===== src/rtl/inst_fetch_ctrl.sv =====
// rtl/inst_fetch_ctrl.sv - instruction-fetch initiator driving the instruction ROM and the IF/ID register
//
// Purpose:
//   Owns the program counter and issues one ROM fetch at a time. Each returned
//   instruction is registered together with its PC into the IF/ID output stage
//   through a valid/stall handshake. Branch redirects and pipeline flushes
//   restart the fetch at a new PC and discard any stale response.
//
// Ports:
//   clk, rst         clock (rising edge) and asynchronous active-high reset
//   stall            downstream cannot accept; held output stays stable
//   branch_flag      redirect pulse from ID, target on branch_target
//   flush            pipeline flush pulse, target on new_pc
//   rom_ce, rom_addr fetch request towards the ROM (registered, addr == pc)
//   rom_inst,rom_ack ROM response and its valid qualifier
//   if_pc, if_inst   instruction and its PC for IF/ID
//   if_valid         if_pc/if_inst hold a live instruction
module inst_fetch_ctrl #(
  parameter logic [31:0] RESET_PC = 32'h0000_0000,
  parameter int          PC_STEP  = 4
) (
  input  logic        clk,
  input  logic        rst,
  input  logic        stall,
  input  logic        branch_flag,
  input  logic [31:0] branch_target,
  input  logic        flush,
  input  logic [31:0] new_pc,
  output logic        rom_ce,
  output logic [31:0] rom_addr,
  input  logic [31:0] rom_inst,
  input  logic        rom_ack,
  output logic [31:0] if_pc,
  output logic [31:0] if_inst,
  output logic        if_valid
);

  localparam logic [1:0] IDLE = 2'd0;
  localparam logic [1:0] REQ  = 2'd1;
  localparam logic [1:0] WAIT = 2'd2;

  localparam logic [31:0] STEP = 32'(PC_STEP);

  logic [1:0]  state_q, state_d;
  logic [31:0] pc_q, pc_d;
  logic        ce_q, ce_d;
  logic [31:0] if_pc_q, if_pc_d;
  logic [31:0] if_inst_q, if_inst_d;
  logic        if_valid_q, if_valid_d;

  logic consume;
  logic accept;

  // The held instruction leaves on any edge where downstream is not stalling.
  assign consume = if_valid_q && !stall;
  // A response can only be taken if the output register is free or draining.
  assign accept  = (state_q == WAIT) && rom_ack && (!if_valid_q || !stall);

  always_comb begin
    state_d    = state_q;
    pc_d       = pc_q;
    if_pc_d    = if_pc_q;
    if_inst_d  = if_inst_q;
    if_valid_d = if_valid_q;

    if (flush) begin
      pc_d       = new_pc;
      state_d    = REQ;
      if_valid_d = 1'b0;
    end else if (branch_flag) begin
      // The response for the old address is dropped, but the output register
      // keeps its delay-slot instruction and still drains normally.
      pc_d    = branch_target;
      state_d = REQ;
      if (consume) begin
        if_valid_d = 1'b0;
      end
    end else begin
      case (state_q)
        IDLE: state_d = REQ;
        REQ:  state_d = WAIT;
        WAIT: begin
          if (accept) begin
            if_inst_d  = rom_inst;
            if_pc_d    = pc_q;
            if_valid_d = 1'b1;
            pc_d       = pc_q + STEP;
            state_d    = REQ;
          end
        end
        default: state_d = IDLE;
      endcase
      if (!accept && consume) begin
        if_valid_d = 1'b0;
      end
    end
  end

  // rom_ce is registered from the next state so it lines up with rom_addr.
  assign ce_d = (state_d != IDLE);

  always_ff @(posedge clk or posedge rst) begin
    if (rst) begin
      state_q    <= IDLE;
      pc_q       <= RESET_PC;
      ce_q       <= 1'b0;
      if_pc_q    <= 32'h0;
      if_inst_q  <= 32'h0;
      if_valid_q <= 1'b0;
    end else begin
      state_q    <= state_d;
      pc_q       <= pc_d;
      ce_q       <= ce_d;
      if_pc_q    <= if_pc_d;
      if_inst_q  <= if_inst_d;
      if_valid_q <= if_valid_d;
    end
  end

  assign rom_ce   = ce_q;
  assign rom_addr = pc_q;
  assign if_pc    = if_pc_q;
  assign if_inst  = if_inst_q;
  assign if_valid = if_valid_q;

endmodule


===== config.mk =====
export PLATFORM = sky130hd
export DESIGN_NAME = inst_fetch_ctrl
export DESIGN_NICKNAME = d
export VERILOG_FILES = /design/src/rtl/inst_fetch_ctrl.sv
export SDC_FILE = /design/constraint.sdc
export NUM_CORES = 1
export LEC_CHECK = 0
export CORE_ASPECT_RATIO = 1.2
export CORE_UTILIZATION = 48
export CTS_BUF_LIST = sky130_fd_sc_hd__clkbuf_8
export DETAILED_ROUTE_END_ITERATION = 8
export PLACE_DENSITY_LB_ADDON = 0.15
export SLEW_MARGIN = 20
export SYNTH_ARGS = -nofsm -noshare
export SYNTH_HDL_FRONTEND = slang
export SYNTH_SLANG_ARGS = --single-unit

===== constraint.sdc =====
create_clock -name clk -period 5.2 [get_ports clk]
set_input_delay 0.52 -clock clk [delete_from_list [all_inputs] [get_ports clk]]
set_output_delay 0.52 -clock clk [all_outputs]
set_load 0.03 [all_outputs]

==> results of run 1 <==
power by group through the flow:
stage               Sequential [mW]  Combinational, mW  Clock [mW]
finish                        0.927              0.551       0.507
global route                  0.938              0.583       0.546
global placement              0.934              0.543           0
CTS                           0.925              0.555       0.518
floorplan                      1.07              0.137           0
detailed placement            0.940              0.553           0
worst max-delay path by stage:
stage	depth (start not counted)	to	slack (ns)	from
CTS	6	rom_addr[29]	2.22	branch_flag
global placement	6	rom_addr[29]	1.94	branch_flag
detailed placement	6	rom_addr[29]	1.82	branch_flag
global route	6	rom_addr[29]	2.03	branch_flag
finish	6	rom_addr[29]	2.20	branch_flag
floorplan	1	if_inst[0]	2.06	rst
kinds of logic (layout without fill, tap and decap cells):
logic type	Yosys count	count (layout)	synth area share
AOI/OAI and AO/OA	121	121	0.173
xor gates and xnor gates	1	1	0.00185
adders and majority gates	1	1	0.00264
buffers and inverters	35	227	0.0282
DFF	100	100	0.528
muxes	66	66	0.155
and+or+nand+nor	104	104	0.111
area by class of cell:
type	instances	area, µm²
Fill cell	693	2530
Sequential cell	100	2500
Multi-Input combinational cell	293	2120
Timing Repair Buffer	204	2030
Tap cell	123	154
Clock buffer	10	138
Clock inverter	6	65.1
Inverter	7	28.8
worst max-delay path, stage by stage:
cell             delay, ns
clkdlybuf4s50_1       0.77
nor2_2                0.24
buf_4                 0.34
nand2_4               0.57
or4b_1                0.70
o211ai_1              0.11
flip-flops by register name, summed over array words and instances (netlist names):
signal    flops
if_valid      1
rom_ce        1
if_pc        32
if_inst      32
state_q       2
rom_addr     32
cells in the final DEF (no fill, tap or decap), types with 5 or more instances in the layout:
cell type and n:
a2bb2oi_1 5, buf_4 5, a21oi_1 30, clkbuf_8 10
nand4_1 8, nor4_1 6, nor2_1 14, o22ai_1 6
a22oi_1 17, mux2_1 10, o31ai_1 7, dfrtp_1 100
nand3_1 21, nand2_1 30, o21ai_0 21, clkdlybuf4s50_1 199
mux2i_1 6, mux2_2 50, and3_1 5, inv_1 7
routing by layer:
layer / wire length, µm / part of all wire / vias to the layer above
met5: 0 / 0 / -
met3: 1350 / 0.10 / 20
met1: 5290 / 0.39 / 2100
met2: 6660 / 0.49 / 234
met4: 201 / 0.015 / 0
li1: - / - / 1996
==> impl_metrics.py, run 1 <==
metrics = {
    "die": {
        "die_w_um": 92.7,
        "ioPinCount": 200,
        "core_area_um2": 9560,
        "fp-row-count": 39,
        "die-area_um2": 10300,
        "start_util": 0.496,
        "die_h_um": 111,
    },
    "critical_path": {
        "critPathArrivalTime_ns": 3.28,
        "setup.worst_path.class": "input port to flip-flop",
        "worst-r2r-setup-slack_ns": 2.66,
        "crit_fanout": 77,
        "rr_worst_depth": 6,
        "cp-start-kind": "input port",
        "r2r_start": "state_q[1]",
        "end_kind": "flip-flop",
        "required_ns": 5.48,
        "reg2reg_to": "rom_addr[29]",
    },
    "pwr": {
        "total_power_mw": 1.98,
        "power_frac_comb": 0.278,
        "p_clk_frac": 0.255,
        "swShare": 0.318,
        "power.density_nw_per_um2": 282,
        "intPower_mw": 1.35,
        "sequentialPowerShare": 0.467,
        "p_sw_mw": 0.631,
        "p_leak_nw": 2.98,
        "peakVddDrop_mv": 0.184,
    },
    "clocking": {
        "clock_path_buffers": 2,
        "cts_sinks": 100,
        "cts-resized-gates": 0,
        "cts_inserted_buffers": 9,
        "cts_hold_buf": 0,
        "clock_latency_ns": 0.36,
        "path_clk_slew_ns": 0.10,
        "h-tree-depth": 3,
        "cts_tree": "done",
        "post_cts_buffers": 0,
        "clockRootBuffer": "clkbuf_8",
    },
    "detailed_routing": {
        "firstDrtPassIters": 5,
        "route.detailed.drc": 0,
        "vias": 4350,
        "wl_per_cell_um": 18.2,
        "ant_nets": 0,
        "viasPerCell": 5.85,
        "drt-total-wl_um": 13500,
        "drt_iter0_markers": 265,
    },
    "hold_path": {
        "worstHoldPathType": "flip-flop to flip-flop",
        "min_from": "if_pc[24]",
        "holdPathStages": 2,
        "holdPathEnd": "if_pc[24]",
    },
    "yosys": {
        "syn_area_um2": 4740,
        "yosysMostFrequentCell": "dfrtp_1",
        "syn_area_per_cell_um2": 11.1,
        "yosys.area.top_type": "dfrtp_1",
        "syn_nets": 531,
        "ys.flop_type": "dfrtp_1",
        "ys_top_cells_by_area": "dfrtp_1 53%, mux2_2 12%, a21oi_1 3.2%",
        "synthTopCellsByCount": "100 x dfrtp_1, 50 x mux2_2, 31 x nand2_1",
        "synth_top_area_share": 0.528,
        "synth_edf_count": 0,
        "synth_cell_types": 56,
        "yosysWarnings": 0,
        "seq_area_frac_synth": 0.528,
        "async_reset_ff_frac": 1.00,
        "ys_ff_latch": 100,
        "syn-instance-count": 428,
    },
    "sta": {
        "final_max_slew_viol_count": 0,
        "worst_pin_slew_ns": 0.965,
        "clock_skew_ns": 0.0134,
        "setup-violations-final": 0,
        "worst_slack_ns": 2.20,
        "hold_slack_ns": 0.491,
        "final_hold_viol_count": 0,
        "rsz0062_at_grt": "false",
        "finalCritPeriodShare": 0.578,
        "max_slew_margin": 0.356,
        "tns_ns": 0,
        "fmax_mhz": 333,
        "fin_crit_ns": 3.00,
    },
    "placement": {
        "io_buffers": 199,
        "place_ws_ns": 1.82,
        "dpl.hpwl_um": 9670,
        "dp.cells": 727,
        "place.gp.congestion": 0.838,
        "place_area_um2": 6830,
    },
    "global_routing": {
        "grt_first_pass_wirelength_um": 21600,
        "grt_pass1_vias": 4473,
        "globalRouteMet1Util": 0.321,
        "use_met2": 0.444,
        "grt-busiest-layer": "met2",
        "grt_max_degree": 78,
        "met3_usage": 0.0823,
        "gr-usage-all-layers": 0.265,
        "antenna_found_initial": 0,
        "grt_overflow_total": 0,
    },
    "final_layout": {
        "nets": 718,
        "syn2layout_area_growth_pct": 48.3,
        "final_area_um2": 7030,
        "stdcell_count": 743,
        "fin_util": 0.735,
        "drive_above_1_share": 0.123,
        "diodes": 0,
    },
    "job": {
        "drv_cap": 0,
    },
    "status": {
        "outcome": "complete, no violations",
    },
}
No activity file was read; power rests on OpenSTA's default activity.
==> run 2: changes to the inputs <==
--- a/config.mk
+++ b/config.mk
@@ -6,7 +6,7 @@
 export NUM_CORES = 1
 export LEC_CHECK = 0
 export CORE_ASPECT_RATIO = 1.2
-export CORE_UTILIZATION = 48
+export CORE_UTILIZATION = 44
 export CTS_BUF_LIST = sky130_fd_sc_hd__clkbuf_8
 export DETAILED_ROUTE_END_ITERATION = 8
 export PLACE_DENSITY_LB_ADDON = 0.15
==> constraint.sdc (replaced) <==
create_clock -name clk -period 2.85 [get_ports clk]
set_input_delay 0.285 -clock clk [delete_from_list [all_inputs] [get_ports clk]]
set_output_delay 0.285 -clock clk [all_outputs]
set_load 0.03 [all_outputs]
==> run 2 against run 1 <==
Effect of this change:
- hold slack got worse by 0.13 ns
- sequential cell count unchanged
- final cell count grew 2.4%
- critical path type is now flip-flop to flip-flop
- largest cell class unchanged
- largest power group unchanged
==> impl_metrics.py, run 2 (synthesis results as in run 1) <==
metrics = {
    "status": {
        "outcome": "complete, no violations",
    },
    "sta": {
        "fin_crit_ns": 2.33,
        "worst_pin_slew_ns": 0.688,
        "final_max_slew_viol_count": 0,
        "setup-violations-final": 0,
        "tns_ns": 0,
        "fmax_mhz": 429,
        "worst_slack_ns": 0.517,
        "clock_skew_ns": 0.00970,
        "final_hold_viol_count": 0,
        "max_slew_margin": 0.541,
        "finalCritPeriodShare": 0.818,
        "rsz0062_at_grt": "false",
    },
    "detailed_routing": {
        "vias": 4434,
        "drt-total-wl_um": 14300,
        "drt_iter0_markers": 293,
        "ant_nets": 0,
        "firstDrtPassIters": 5,
        "route.detailed.drc": 0,
        "wl_per_cell_um": 18.8,
        "viasPerCell": 5.83,
    },
    "final_layout": {
        "syn2layout_area_growth_pct": 51.7,
        "final_cell_mix": "199 x clkdlybuf4s50_1, 100 x dfrtp_1, 50 x mux2_2",
        "multi_input_area_um2": 2120,
        "fillers": 846,
        "nets": 730,
        "drive_above_1_share": 0.141,
        "seqCellArea_um2": 2500,
        "final_area_um2": 7190,
        "final_common_cell": "clkdlybuf4s50_1",
        "diodes": 0,
    },
    "placement": {
        "dpl.hpwl_um": 10500,
        "place_area_um2": 6950,
        "place_ws_ns": 0.473,
        "io_buffers": 199,
        "place.gp.congestion": 0.883,
    },
    "clocking": {
        "cts_inserted_buffers": 9,
        "post_cts_buffers": 0,
        "path_clk_slew_ns": 0.10,
        "clockRootBuffer": "clkbuf_8",
        "h-tree-depth": 3,
        "clock_latency_ns": 0.37,
        "cts-resized-gates": 0,
        "cts_hold_buf": 0,
        "cts_tree": "done",
        "clock_path_buffers": 2,
        "cts_sinks": 100,
    },
    "critical_path": {
        "cp_cell_sequence": "nand4_1 -> nor2_1 -> nand3_1 -> or4b_1 -> o211ai_1",
        "path_buf_inv": 0,
        "critPathLaunch": "rom_addr[11]",
        "cp_num_cells": 5,
        "critPathArrivalTime_ns": 2.62,
        "r2r_start": "rom_addr[11]",
        "end_kind": "flip-flop",
        "cpMaxStageDelayCell": "dfrtp_1",
        "max_stage_delay_ns": 0.55,
        "required_ns": 3.14,
        "endpoint": "rom_addr[29]",
        "setup.worst_path.class": "flip-flop to flip-flop",
        "crit_fanout": 9,
        "reg2reg_to": "rom_addr[29]",
        "cp_top_family": "simple AND/OR/NAND/NOR gates",
        "worst-r2r-setup-slack_ns": 0.52,
        "cp-start-kind": "flip-flop",
        "rr_worst_depth": 5,
    },
    "die": {
        "fp-row-count": 41,
        "ioPinCount": 200,
        "core_area_um2": 10500,
        "die_w_um": 96.8,
        "die_h_um": 116,
        "die-area_um2": 11200,
        "start_util": 0.451,
    },
    "global_routing": {
        "gr-usage-all-layers": 0.259,
        "grt_pass1_vias": 4517,
        "antenna_found_initial": 0,
        "grt_first_pass_wirelength_um": 22900,
        "grt_max_degree": 64,
        "grt_overflow_total": 0,
    },
    "job": {
        "drv_cap": 0,
    },
    "hold_path": {
        "worstHoldPathType": "input port to asynchronous set/reset pin",
    },
    "pwr": {
        "power.density_nw_per_um2": 528,
        "peakVddDrop_mv": 0.301,
        "p_leak_nw": 3.05,
    },
}
-- run 2: changes by cell type in the layout (fill, tap and decap cells not counted), moves of 2 or more --
cell | before | now
bufinv_16 | 1 | 3
clkinv_4 | 3 | 0
buf_4 | 5 | 15
buf_12 | 0 | 2
clkinvlp_4 | 0 | 3
-- run 2: metrics by stage --
step / hold WS [ns] / std cells / power, mW / utilization
3_5_place_dp: 0.471 / 745 / 2.74 / 0.661
3_3_place_gp: 0.463 / 745 / 2.71 / 0.661
6_report: 0.362 / 761 / 3.79 / 0.684
4_1_cts: 0.365 / 761 / 3.82 / 0.684
5_1_grt: 0.431 / 761 / 3.96 / 0.684
2_1_floorplan: 0.406 / 428 / 2.21 / -
-- run 2: layout make-up --
cell class | count | share of cell area
well taps | 129 | 0.0224
clock inverters | 7 | 0.0160
flip-flops and latches | 100 | 0.348
inverters | 7 | 0.00417
repair buffers | 216 | 0.298
multi-input cells | 293 | 0.294
clock buffers | 9 | 0.0172
-- run 2: report_power, final --
group / total (mW) / switching [mW] / internal (mW)
clock network: 1.09 / 0.507 / 0.580
registers: 1.69 / 0.133 / 1.55
logic: 1.02 / 0.526 / 0.495
-- run 2: worst min path at each step --
stage	cells after the start	from	to
after floorplan	2	new_pc[0]	rom_addr[0]
after global placement	2	if_pc[21]	if_pc[21]
after detailed placement	2	if_pc[15]	if_pc[15]
after CTS	2	rst	if_inst[9]
after global routing	2	rst	if_inst[11]
final	2	rst	if_inst[9]
-- run 2: routing by layer --
metal / up-vias / wire, µm / track usage
met1: 2167 / 5690 / 0.315
met5: - / 0 / 0
li1: 2020 / - / -
met2: 223 / 7270 / 0.443
met4: 0 / 337 / 0.129
met3: 24 / 998 / 0.0531
==> run 3: changes to the inputs <==
==> constraint.sdc (replaced) <==
create_clock -name clk -period 2.4 [get_ports clk]
set_input_delay 0.24 -clock clk [delete_from_list [all_inputs] [get_ports clk]]
set_output_delay 0.24 -clock clk [all_outputs]
set_load 0.03 [all_outputs]
==> run 3 against run 2 <==
Effect of this change:
- largest cell class unchanged
- final cell count is 0.92% higher
- critical path depth is the same
- sequential power up 17%
- fmax is 6.9% higher
- utilization rose by 0.15 points
==> impl_metrics.py, run 3 (synthesis results as in run 1) <==
metrics = {
    "sta": {
        "fin_crit_ns": 2.18,
        "worst_pin_slew_ns": 0.532,
        "final_hold_viol_count": 0,
        "finalCritPeriodShare": 0.909,
        "setup-violations-final": 0,
        "worst_slack_ns": 0.218,
        "max_slew_margin": 0.646,
        "fmax_mhz": 458,
        "clock_skew_ns": 0.00853,
        "tns_ns": 0,
        "final_max_slew_viol_count": 0,
        "rsz0062_at_grt": "false",
    },
    "critical_path": {
        "crit_fanout": 7,
        "cpMaxStageDelayCell": "or3_1",
        "cp-start-kind": "flip-flop",
        "critPathArrivalTime_ns": 2.47,
        "cp_cell_sequence": "nand3_2 -> or3_1 -> or4_1 -> a21oi_1 -> a2bb2oi_1",
        "max_stage_delay_ns": 0.56,
        "cp_top_family": "simple AND/OR/NAND/NOR gates",
        "end_kind": "flip-flop",
        "setup.worst_path.class": "flip-flop to flip-flop",
        "required_ns": 2.69,
        "path_buf_inv": 0,
    },
    "clocking": {
        "clock_path_buffers": 2,
        "cts_hold_buf": 0,
        "path_clk_slew_ns": 0.09,
        "h-tree-depth": 3,
        "clockRootBuffer": "clkbuf_8",
        "cts_sinks": 100,
        "cts-resized-gates": 0,
        "post_cts_buffers": 0,
        "clock_latency_ns": 0.37,
        "cts_inserted_buffers": 9,
        "cts_tree": "done",
    },
    "placement": {
        "io_buffers": 199,
        "dp.cells": 752,
        "place_area_um2": 7010,
        "dpl.hpwl_um": 10200,
        "place_ws_ns": 0.211,
        "place.gp.congestion": 0.828,
    },
    "final_layout": {
        "syn2layout_area_growth_pct": 52.0,
        "diodes": 0,
        "final_area_um2": 7210,
        "stdcell_count": 768,
        "final_cell_mix": "199 x clkdlybuf4s50_1, 100 x dfrtp_1, 50 x mux2_2",
        "fin_util": 0.686,
        "final_common_cell": "clkdlybuf4s50_1",
        "drive_above_1_share": 0.149,
        "nets": 737,
    },
    "status": {
        "outcome": "complete, no violations",
    },
    "global_routing": {
        "grt_first_pass_wirelength_um": 21800,
        "grt_overflow_total": 0,
        "grt_max_degree": 101,
        "antenna_found_initial": 0,
        "gr-usage-all-layers": 0.248,
        "grt_pass1_vias": 4276,
    },
    "detailed_routing": {
        "firstDrtPassIters": 5,
        "route.detailed.drc": 0,
        "ant_nets": 0,
        "viasPerCell": 5.72,
        "vias": 4390,
        "drt_iter0_markers": 318,
        "wl_per_cell_um": 17.8,
        "drt-total-wl_um": 13600,
    },
    "die": {
        "core_area_um2": 10500,
        "fp-row-count": 41,
        "die_h_um": 116,
        "ioPinCount": 200,
        "die_w_um": 96.8,
        "die-area_um2": 11200,
        "start_util": 0.451,
    },
    "pwr": {
        "power.density_nw_per_um2": 600,
        "p_leak_nw": 3.07,
        "peakVddDrop_mv": 0.419,
    },
    "job": {
        "drv_cap": 0,
    },
    "hold_path": {
        "worstHoldPathType": "input port to asynchronous set/reset pin",
    },
}
-- run 3: layer usage --
metal  global-route usage  part of all wire
met5                    0                 0
met2                0.417              0.51
met1                0.302              0.40
met4               0.0965             0.022
met3               0.0754             0.074
-- run 3: final cells by class --
| cell class | count | area [µm²] |
|---|---|---|
| fill | 817 | 3310 |
| sequential | 100 | 2500 |
| timing repair buffer | 223 | 2200 |
| multi-input combinational | 293 | 2120 |
| tap | 129 | 161 |
| clock buffer | 11 | 151 |
| clock inverter | 5 | 51.3 |
| inverter | 7 | 30.0 |
-- run 3: path summary, 6_finish.rpt --
check,cells after the start,startpoint,slack (ns),end
max in group asynchronous,3,rst,1.65,if_inst[4]
min in group clk,3,new_pc[2],0.43,rom_addr[2]
min reg2reg,2,if_pc[24],0.49,if_pc[24]
max reg2reg,5,rom_addr[2],0.22,rom_addr[25]
min,3,rst,0.34,if_inst[11]
max,5,rom_addr[2],0.22,rom_addr[25]
-- run 3: metrics by stage --
stage | hold slack [ns] | power (mW)
4_1_cts | 0.376 | 4.37
3_3_place_gp | 0.458 | 3.23
2_1_floorplan | 0.361 | 2.62
6_report | 0.345 | 4.32
5_1_grt | 0.379 | 4.52
3_5_place_dp | 0.477 | 3.26
-- run 3: power breakdown --
part           internal [mW]  switching [mW]
Clock                  0.532           0.568
Sequential              1.85           0.138
Combinational          0.598           0.642
-- run 3: worst reg2reg max path, stage by stage (launching register included) --
cell       delay [ns]
dfrtp_1          0.45
nand3_2          0.20
or3_1            0.56
or4_1            0.57
a21oi_1          0.16
a2bb2oi_1        0.17
